[config.mk]
export PLATFORM = sky130hd
export DESIGN_NAME = kp_scan_ctrl_flat
export DESIGN_NICKNAME = d
export VERILOG_FILES = /design/src/rtl/kp_scan_ctrl_pkg.sv /design/src/rtl/kp_scan_ctrl_if.sv /design/src/rtl/kp_scan_ctrl_tick_gen.sv /design/src/rtl/kp_scan_ctrl.sv /design/src/flat_wrapper.sv
export SDC_FILE = /design/constraint.sdc
export NUM_CORES = 1
export LEC_CHECK = 0
export CORE_ASPECT_RATIO = 0.7
export CORE_UTILIZATION = 43
export CTS_CLUSTER_SIZE = 25
export DETAILED_ROUTE_END_ITERATION = 6
export GPL_TIMING_DRIVEN = 0
export SETUP_SLACK_MARGIN = 0.5
export SKIP_CTS_REPAIR_TIMING = 1
export SYNTH_ARGS = -nofsm -noshare
export SYNTH_HDL_FRONTEND = slang
export SYNTH_SLANG_ARGS = --single-unit
export TNS_END_PERCENT = 20
[constraint.sdc]
create_clock -name clk -period 2.3 [get_ports clk]
set_input_delay 0.575 -clock clk [delete_from_list [all_inputs] [get_ports clk]]
set_output_delay 0.575 -clock clk [all_outputs]
set_load 0.03 [all_outputs]
[src/rtl/kp_scan_ctrl_pkg.sv]
// Shared definitions for the keypad scan controller.
//   KEY_W / ROWS / COLS : key code width and matrix geometry
//   kp_state_e          : scan/debounce state enumeration
//   low_row_idx()       : index of the lowest-numbered active-low row
package kp_pkg;

   localparam int KEY_W = 4;
   localparam int ROWS  = 4;
   localparam int COLS  = 4;

   typedef enum logic [1:0] {
      SCAN     = 2'd0,
      DEBOUNCE = 2'd1,
      PRESSED  = 2'd2,
      RELEASE  = 2'd3
   } kp_state_e;

   // Lowest index wins when several rows are pulled low together.
   function automatic logic [1:0] low_row_idx(input logic [ROWS-1:0] r);
      logic [1:0] idx;
      idx = '0;
      for (int unsigned i = ROWS; i > 0; i--) begin
         if (!r[i-1]) idx = 2'(i-1);
      end
      return idx;
   endfunction

endpackage

[src/rtl/kp_scan_ctrl_if.sv]
// Keypad matrix + key-event bundle.
//   row       : keypad row lines, active-low, asynchronous
//   col       : column drive, active-low, one bit low
//   key_code  : row_idx*4 + col_idx of the accepted key
//   key_valid : one-cycle pulse on an accepted press
//   key_down  : high while the accepted key is held
//   latch_ena : strobe for the downstream negedge latch
// master = scan controller side, slave = keypad/consumer side.
interface kp_scan_ctrl_if;
   import kp_pkg::*;

   logic [ROWS-1:0]  row;
   logic [COLS-1:0]  col;
   logic [KEY_W-1:0] key_code;
   logic             key_valid;
   logic             key_down;
   logic             latch_ena;

   modport master (
      input  row,
      output col, key_code, key_valid, key_down, latch_ena
   );

   modport slave (
      output row,
      input  col, key_code, key_valid, key_down, latch_ena
   );

endinterface

[src/rtl/kp_scan_ctrl_tick_gen.sv]
// Scan tick generator: free-running counter 0..SCAN_DIV-1, one-cycle
// tick while the counter sits at its terminal value.
//   clk  : clock
//   rst  : synchronous active-high reset (counter to 0)
//   tick : one pulse every SCAN_DIV clocks
module kp_tick_gen #(
   parameter int SCAN_DIV = 1000
) (
   input  logic clk,
   input  logic rst,
   output logic tick
);

   localparam int CW = (SCAN_DIV > 2) ? $clog2(SCAN_DIV) : 1;

   logic [CW-1:0] cnt;

   always_ff @(posedge clk) begin
      if (rst)
         cnt <= '0;
      else if (cnt == CW'(SCAN_DIV-1))
         cnt <= '0;
      else
         cnt <= cnt + CW'(1);
   end

   assign tick = (cnt == CW'(SCAN_DIV-1));

endmodule

[src/rtl/kp_scan_ctrl.sv]
// 4x4 keypad scan controller with press/release debounce.
//   clk : clock
//   rst : synchronous active-high reset
//   bus : kp_scan_ctrl_if.master (row in; col, key_code, key_valid,
//         key_down, latch_ena out)
// Parameters: SCAN_DIV clocks per scan tick, DB_COUNT stable ticks to
// accept a press or release.
module kp_scan_ctrl
   import kp_pkg::*;
#(
   parameter int SCAN_DIV = 1000,
   parameter int DB_COUNT = 16
) (
   input  logic              clk,
   input  logic              rst,
   kp_scan_ctrl_if.master    bus
);

   localparam int DBW = $clog2(DB_COUNT + 1);

   logic             tick;
   logic [ROWS-1:0]  s1, rs;
   kp_state_e        state, state_nxt;
   logic [1:0]       col_idx, col_idx_nxt;
   logic [1:0]       cap_row, cap_row_nxt;
   logic [DBW-1:0]   db_cnt, db_nxt, db_inc;
   logic [KEY_W-1:0] code, code_nxt;
   logic             kv, kv_nxt;
   logic             le;
   logic             cap_low;

   kp_tick_gen #(.SCAN_DIV(SCAN_DIV)) u_tick (
      .clk  (clk),
      .rst  (rst),
      .tick (tick)
   );

   assign cap_low = ~rs[cap_row];
   // Saturating increment; the counter parks at DB_COUNT.
   assign db_inc  = (db_cnt >= DBW'(DB_COUNT)) ? db_cnt : db_cnt + DBW'(1);

   always_comb begin
      state_nxt   = state;
      col_idx_nxt = col_idx;
      cap_row_nxt = cap_row;
      db_nxt      = db_cnt;
      code_nxt    = code;
      kv_nxt      = 1'b0;
      if (tick) begin
         case (state)
            SCAN: begin
               if (rs == '1) begin
                  col_idx_nxt = col_idx + 2'd1;
               end else begin
                  cap_row_nxt = low_row_idx(rs);
                  db_nxt      = DBW'(1);
                  state_nxt   = DEBOUNCE;
               end
            end
            DEBOUNCE: begin
               if (cap_low) begin
                  db_nxt = db_inc;
                  if (db_inc == DBW'(DB_COUNT)) begin
                     state_nxt = PRESSED;
                     kv_nxt    = 1'b1;
                     code_nxt  = {cap_row, col_idx};
                  end
               end else begin
                  db_nxt      = '0;
                  col_idx_nxt = col_idx + 2'd1;
                  state_nxt   = SCAN;
               end
            end
            PRESSED: begin
               if (!cap_low) begin
                  db_nxt    = DBW'(1);
                  state_nxt = RELEASE;
               end
            end
            RELEASE: begin
               if (!cap_low) begin
                  db_nxt = db_inc;
                  if (db_inc == DBW'(DB_COUNT)) begin
                     col_idx_nxt = col_idx + 2'd1;
                     state_nxt   = SCAN;
                  end
               end else begin
                  db_nxt    = '0;
                  state_nxt = PRESSED;
               end
            end
            default: state_nxt = SCAN;
         endcase
      end
   end

   always_ff @(posedge clk) begin
      if (rst) begin
         s1      <= '1;
         rs      <= '1;
         state   <= SCAN;
         col_idx <= '0;
         cap_row <= '0;
         db_cnt  <= '0;
         code    <= '0;
         kv      <= 1'b0;
         le      <= 1'b0;
      end else begin
         s1      <= bus.row;
         rs      <= s1;
         state   <= state_nxt;
         col_idx <= col_idx_nxt;
         cap_row <= cap_row_nxt;
         db_cnt  <= db_nxt;
         code    <= code_nxt;
         kv      <= kv_nxt;
         le      <= kv;
      end
   end

   assign bus.col       = ~(COLS'(1) << col_idx);
   assign bus.key_code  = code;
   assign bus.key_valid = kv;
   assign bus.latch_ena = le;
   assign bus.key_down  = (state == PRESSED) || (state == RELEASE);

endmodule

[src/flat_wrapper.sv]
// flat-port wrapper written by rule: the top's interface ports become plain ports
module kp_scan_ctrl_flat import kp_pkg::*;
#(
   parameter int SCAN_DIV = 1000,
   parameter int DB_COUNT = 16
)
  (clk, rst, bus_row, bus_col, bus_key_code, bus_key_valid, bus_key_down, bus_latch_ena);
  kp_scan_ctrl_if bus_i ();
  input  logic clk;
  input  logic rst;
  input wire logic [$bits(bus_i.row)-1:0] bus_row;
  output wire logic [$bits(bus_i.col)-1:0] bus_col;
  output wire logic [$bits(bus_i.key_code)-1:0] bus_key_code;
  output wire logic [$bits(bus_i.key_valid)-1:0] bus_key_valid;
  output wire logic [$bits(bus_i.key_down)-1:0] bus_key_down;
  output wire logic [$bits(bus_i.latch_ena)-1:0] bus_latch_ena;
  assign bus_i.row = bus_row;
  assign bus_col = bus_i.col;
  assign bus_key_code = bus_i.key_code;
  assign bus_key_valid = bus_i.key_valid;
  assign bus_key_down = bus_i.key_down;
  assign bus_latch_ena = bus_i.latch_ena;
  kp_scan_ctrl #(.SCAN_DIV(SCAN_DIV), .DB_COUNT(DB_COUNT)) u_core (.clk(clk), .rst(rst), .bus(bus_i));
endmodule
Yosys cells after proc, flatten, opt, wreduce, memory -nomap -nowiden
Index checks and enable logic that the tools add are counted.
{ "totals": {"regBits": 35, "inputBits": 6, "wordCells": 70, "output_inout_bits": 11} }
{ "classes": {"muxes": 25, "eq_ne": 14, "add_sub_neg": 3, "shift": 1, "reduce_logical": 10, "bitwise_logic": 5, "n_lt_le_gt_ge": 2} }
{ "op_table": {"columns": ["op", "count"], "rows": [
  ["$mux W2", 14],
  ["$mux W5", 5],
  ["$pmux W5 S4", 1],
  ["$add A10 B1 Y10 const B", 1],
  ["$eq A10 B10 Y1 const B", 1],
  ["$ne A2 B1 Y1 const B", 5],
  ["$pmux W2 S4", 1],
  ["$pmux W2 S3", 1],
  ["$reduce_and A3 Y1", 2],
  ["$reduce_and A6 Y1", 1],
  ["$add A5 B1 Y5 const B", 1],
  ["$eq A5 B5 Y1 const B", 1],
  ["$ge A5 B5 Y1 const B", 1],
  ["$reduce_and A5 Y1", 1],
  ["$eq A2 B2 Y1 const B", 2],
  ["$eq A4 B4 Y1 const B", 1],
  ["$not A1 Y1", 4],
  ["$not A4 Y4", 1],
  ["$reduce_and A4 Y1", 1],
  ["$reduce_or A4 Y1", 1],
  ["$shl A1 B2 Y4 const A", 1],
  ["$lt A2 B3 Y1 const B", 1],
  ["$ne A3 B1 Y1 const B", 1],
  ["$ne A3 B3 Y1 const B", 1],
  ["9 further kinds", 10]
]} }

Logic depth before layout (Yosys ltp)
{ "depth": {"depth_word": 6, "depth_mapped": 6, "depth_no_buf": 6} }

Modules after synthesis
From an unflattened synthesis, not the netlist that was laid out.
{ "unflattened": {"hier_cells": 184, "area_unflattened_um2": 1710.4} }
{ "modules_own_cells": {"columns": ["module", "cells_each", "instances", "seq_area_each_um2", "area_each_um2"], "rows": [
  ["kp_scan_ctrl", 135, 1, 500.5, 1241.2],
  ["kp_tick_gen", 49, 1, 200.2, 469.2]
]} }

Least setup slack after synthesis
OpenSTA, ideal clock, no wires.
{ "synth_timing": {"path_type": "register to register", "from": "reg u_core.u_tick.cnt[0]", "to": "reg u_core.col_idx[0]", "setup_slack_ns": 0.490, "path_buffers": 0, "synth_period_minus_slack_ns": 1.810, "t_arrival_ns": 1.689, "stages_incl_launch_ff": 7, "cell_sequence": "dfxtp_1 -> ha_1 -> nand2_1 -> nor4_1 -> o211ai_1 -> o31a_1 -> mux2_4"} }
{ "synth_via": {"elab_chain_cells": 2} }
{ "synth_rtl": {"columns": ["element", "line", "rtl"], "rows": [
  ["from (decl)", "kp_scan_ctrl_tick_gen.sv:16", "logic [CW-1:0] cnt;"],
  ["from (signal assigned)", "kp_scan_ctrl_tick_gen.sv:24", "cnt <= cnt + CW'(1);"],
  ["$eq A10 B10 Y1", "kp_scan_ctrl_tick_gen.sv:27", "assign tick = (cnt == CW'(SCAN_DIV-1));"],
  ["$reduce_and A6 Y1 (no line)", null, null],
  ["to (signal assigned)", "kp_scan_ctrl.sv:112", "col_idx <= col_idx_nxt;"],
  ["to (decl)", "kp_scan_ctrl.sv:24", "logic [1:0] col_idx, col_idx_nxt;"]
]} }
Every way passes these cells.
A chain may end at the register's enable or synchronous reset.

Worst setup path after layout
{ "layout_timing": {"from": "reg u_core.u_tick.cnt[7]", "to": "reg u_core.col_idx[0]"} }
The elaborated chain is that of the path after synthesis.

==> flow_summary.toml <==
[synth]
yosysUniqueCellTypes = 43
synth_mux_area_frac = 0.0672
yosys.area_share.simple = 0.249
yosysSeqAreaShare = 0.433
synthCells = 175
synth-edff-count = 0
yosys_warnings = 0
syn_area_per_cell_um2 = 9.25
async_reset_ff_frac = 0
ys_ff_latch = 35
synth_area_leader_cell = "dfxtp_1"
synth-xor-area-share = 0.0541
syn_area_mm2 = 0.00162
synth_top_family_by_area = "simple AND/OR/NAND/NOR gates"
synth_top_area_frac = 0.433
synth_fa_ha_area_frac = 0.0541
synth_area_leaders = "dfxtp_1, ha_1, nor2_1, xnor2_1, or2_2"
syn_nets = 188
ys.flop_type = "dfxtp_1"
synth_compound_area_frac = 0.0958

[worst_setup_path]
r2r_start = "u_core.u_tick.cnt[7]"
critPathMaxStageDelay_ns = 0.50
worst-path-buf-inv = 1
reg2reg_to = "u_core.col_idx[0]"
cp.required_ns = 2.48
path_delay_family = "simple AND/OR/NAND/NOR gates"
rrSetupSlack_ns = 0.36
crit_path_start_kind = "flip-flop"
arrival_ns = 2.12
worstSetupEndpoint = "u_core.col_idx[0]"
endpoint_kind = "flip-flop"
crit_cells = 5
crit_slowest_cell = "nor4_4"
crit_path_cell_trace = "nand4_2 -> nor4_4 -> inv_1 -> o31a_1 -> mux2_4"
worstSetupPathType = "reg -> reg"
crit_fanout = 8
ff2ff_path_depth = 5
startpoint = "u_core.u_tick.cnt[7]"

[sta]
fin_setup_tns_ns = 0
fin_skew_ns = 0.00551
rsz0062_at_grt = "yes"
finalCritPeriodShare = 0.845
finalMaxSlewViolations = 0
setup_violations = 0
slew_headroom = 0.666
fmax_ghz = 0.515
tightest_slew_ns = 0.501
period_needed_ns = 1.94
finalHoldViolCount = 0
finalHoldWorstSlack_ns = 0.409

[power_and_ir_drop]
peakVddDrop_mv = 0.493
power.leakage_nw = 0.806
power.total_mw = 1.24
powerDensity_mw_per_mm2 = 615

[routing]
ant_nets = 0
drc_errors = 0
wl_per_cell_um = 12.4
via_per_inst = 5.04
drtPass1Iterations = 4
drt_iter0_drc = 59
num_vias = 1259
routed_wirelength_um = 3090

[floorplanning]
die_h_um = 53.3
die_w_um = 75.3
start_util = 0.455
die-area_mm2 = 0.00402
pin_count = 17
num_rows = 18
core_area_mm2 = 0.00356

[clock_tree]
cts_max_level = 2
clk_latency_ns = 0.29
cts_tree = "yes"
clock-sinks = 35
cts_inserted_buffers = 5
path_clk_slew_ns = 0.07
clockBufferDepth = 2
cts-root-buf = "clkbuf_8"

[cells_and_area]
insertedDiodeCount = 0
drive_gt1_frac = 0.190
fin_nets = 212
syn_to_final_growth_pct = 24.1
fillers = 331

[global_routing]
grt_use_total = 0.169
grt_overflow = 0
grt_max_degree = 12
antenna_found_initial = 0
grt_pass1_vias = 1136
grt_pass1_wl_um = 4950

[status]
status = "complete, no violations"

[placement]
gp_congestion = 0.797
io_buffer_count = 15
dp_hpwl_um = 2220

[min_path]
hp-class = "reg -> reg"

[job]
maxCapViolCount = 0
## synth_stat cells (all sizes together) (2+ instances only)
| library cell | instances |
|---|---|
| nand2 | 5 |
| xnor2 | 8 |
| mux2i | 6 |
| buf | 2 |
| or2 | 10 |
| and3 | 3 |
| nor2 | 20 |
| a21oi | 7 |
| a311oi | 2 |
| a21o | 2 |
| nor4 | 2 |
| dfxtp | 35 |
| clkbuf | 6 |
| xor2 | 2 |
| o211ai | 2 |
| nand3 | 5 |
| inv | 10 |
| nor3 | 8 |
| nand4 | 5 |
| nand2b | 6 |
| mux2 | 2 |
| ha | 7 |
| o21ai | 5 |
## metrics by stage
stage / util / instance area, um^2 / worst slack (ns) / instances
6_report: 0.565 / 2010 / 0.356 / 250
5_1_grt: 0.565 / 2010 / 0.152 / 250
4_1_cts: 0.550 / 1960 / -0.0113 / 248
3_5_place_dp: 0.517 / 1840 / 0.177 / 240
3_3_place_gp: 0.517 / 1840 / 0.260 / 240
2_1_floorplan: - / 1630 / 0.507 / 175
## how the worst min path moves through the flow
| stage | startpoint | endpoint | slack (ns) | cells after the start |
|---|---|---|---|---|
| after floorplan | u_core.s1[0] | u_core.rs[0] | 0.39 | 1 |
| after global placement | u_core.s1[0] | u_core.rs[0] | 0.39 | 1 |
| after detailed placement | u_core.s1[3] | u_core.rs[3] | 0.40 | 1 |
| after CTS | u_core.s1[3] | u_core.rs[3] | 0.41 | 1 |
| after global routing | u_core.s1[2] | u_core.rs[2] | 0.42 | 1 |
| final | u_core.s1[3] | u_core.rs[3] | 0.41 | 1 |
## cells in the final DEF, fill, tap and decap left out, types with 2 or more instances in the layout
| cell type | n |
|---|---|
| dfxtp_1 | 31 |
| nor2_1 | 19 |
| inv_1 | 10 |
| or2_2 | 10 |
| clkdlybuf4s50_1 | 10 |
| xnor2_1 | 8 |
| nor3_1 | 8 |
| a21oi_1 | 7 |
| clkbuf_1 | 6 |
| nand2b_1 | 6 |
| mux2i_1 | 6 |
| ha_1 | 6 |
| clkbuf_8 | 6 |
| nand3_1 | 5 |
| nand4_1 | 4 |
| o21ai_0 | 4 |
| nand2_1 | 4 |
| and3_1 | 3 |
| dlymetal6s2s_1 | 3 |
| dfxtp_2 | 3 |
| nor4_4 | 2 |
| a21o_1 | 2 |
| o211ai_1 | 2 |
| a311oi_1 | 2 |
| xor2_1 | 2 |
| buf_4 | 2 |
## sequential cells by signal, summed over array words and instances (netlist names), named ones only
signal,count
u_core.rs,4
u_core.bus.key_valid,1
u_core.s1,4
u_core.db_cnt,5
u_core.u_tick.cnt,10
u_core.bus.key_code,4
u_core.cap_row,2
u_core.col_idx,2
u_core.state,1
u_core.bus.latch_ena,1
## layer usage
layer,track usage,routed length [um],vias up
met5,0,0,-
met4,0.0741,34,0
met3,0.0457,95,5
met2,0.259,1400,16
met1,0.222,1560,594
li1,-,-,644
## area by class of cell
cell class | count | area [um^2] | share of cell area
Clock inverter | 2 | 35.0 | 0.0174
Tap cell | 50 | 62.6 | 0.0311
Inverter | 10 | 37.5 | 0.0187
Buffer | 8 | 38.8 | 0.0193
Sequential cell | 35 | 708 | 0.352
Timing Repair Buffer | 17 | 165 | 0.0822
Clock buffer | 6 | 82.6 | 0.0411
Multi-Input combinational cell | 122 | 880 | 0.438
## logic make-up (layout without fill, tap and decap cells)
kind of cell / after synthesis / after routing
AND/OR/NAND/NOR: 72 / 72
flip-flops: 35 / 35
buffers and inverters: 18 / 43
AO/OA/AOI/OAI: 24 / 24
XOR/XNOR: 10 / 10
multiplexers: 9 / 9
adder cells (fa/ha/maj): 7 / 7
## power by group
part / switching (mW) / internal, mW
Clock: 0.216 / 0.350
Sequential: 0.00634 / 0.616
Combinational: 0.0240 / 0.0239
Total: 0.246 / 0.990
Power figures use the tool's default switching activity.
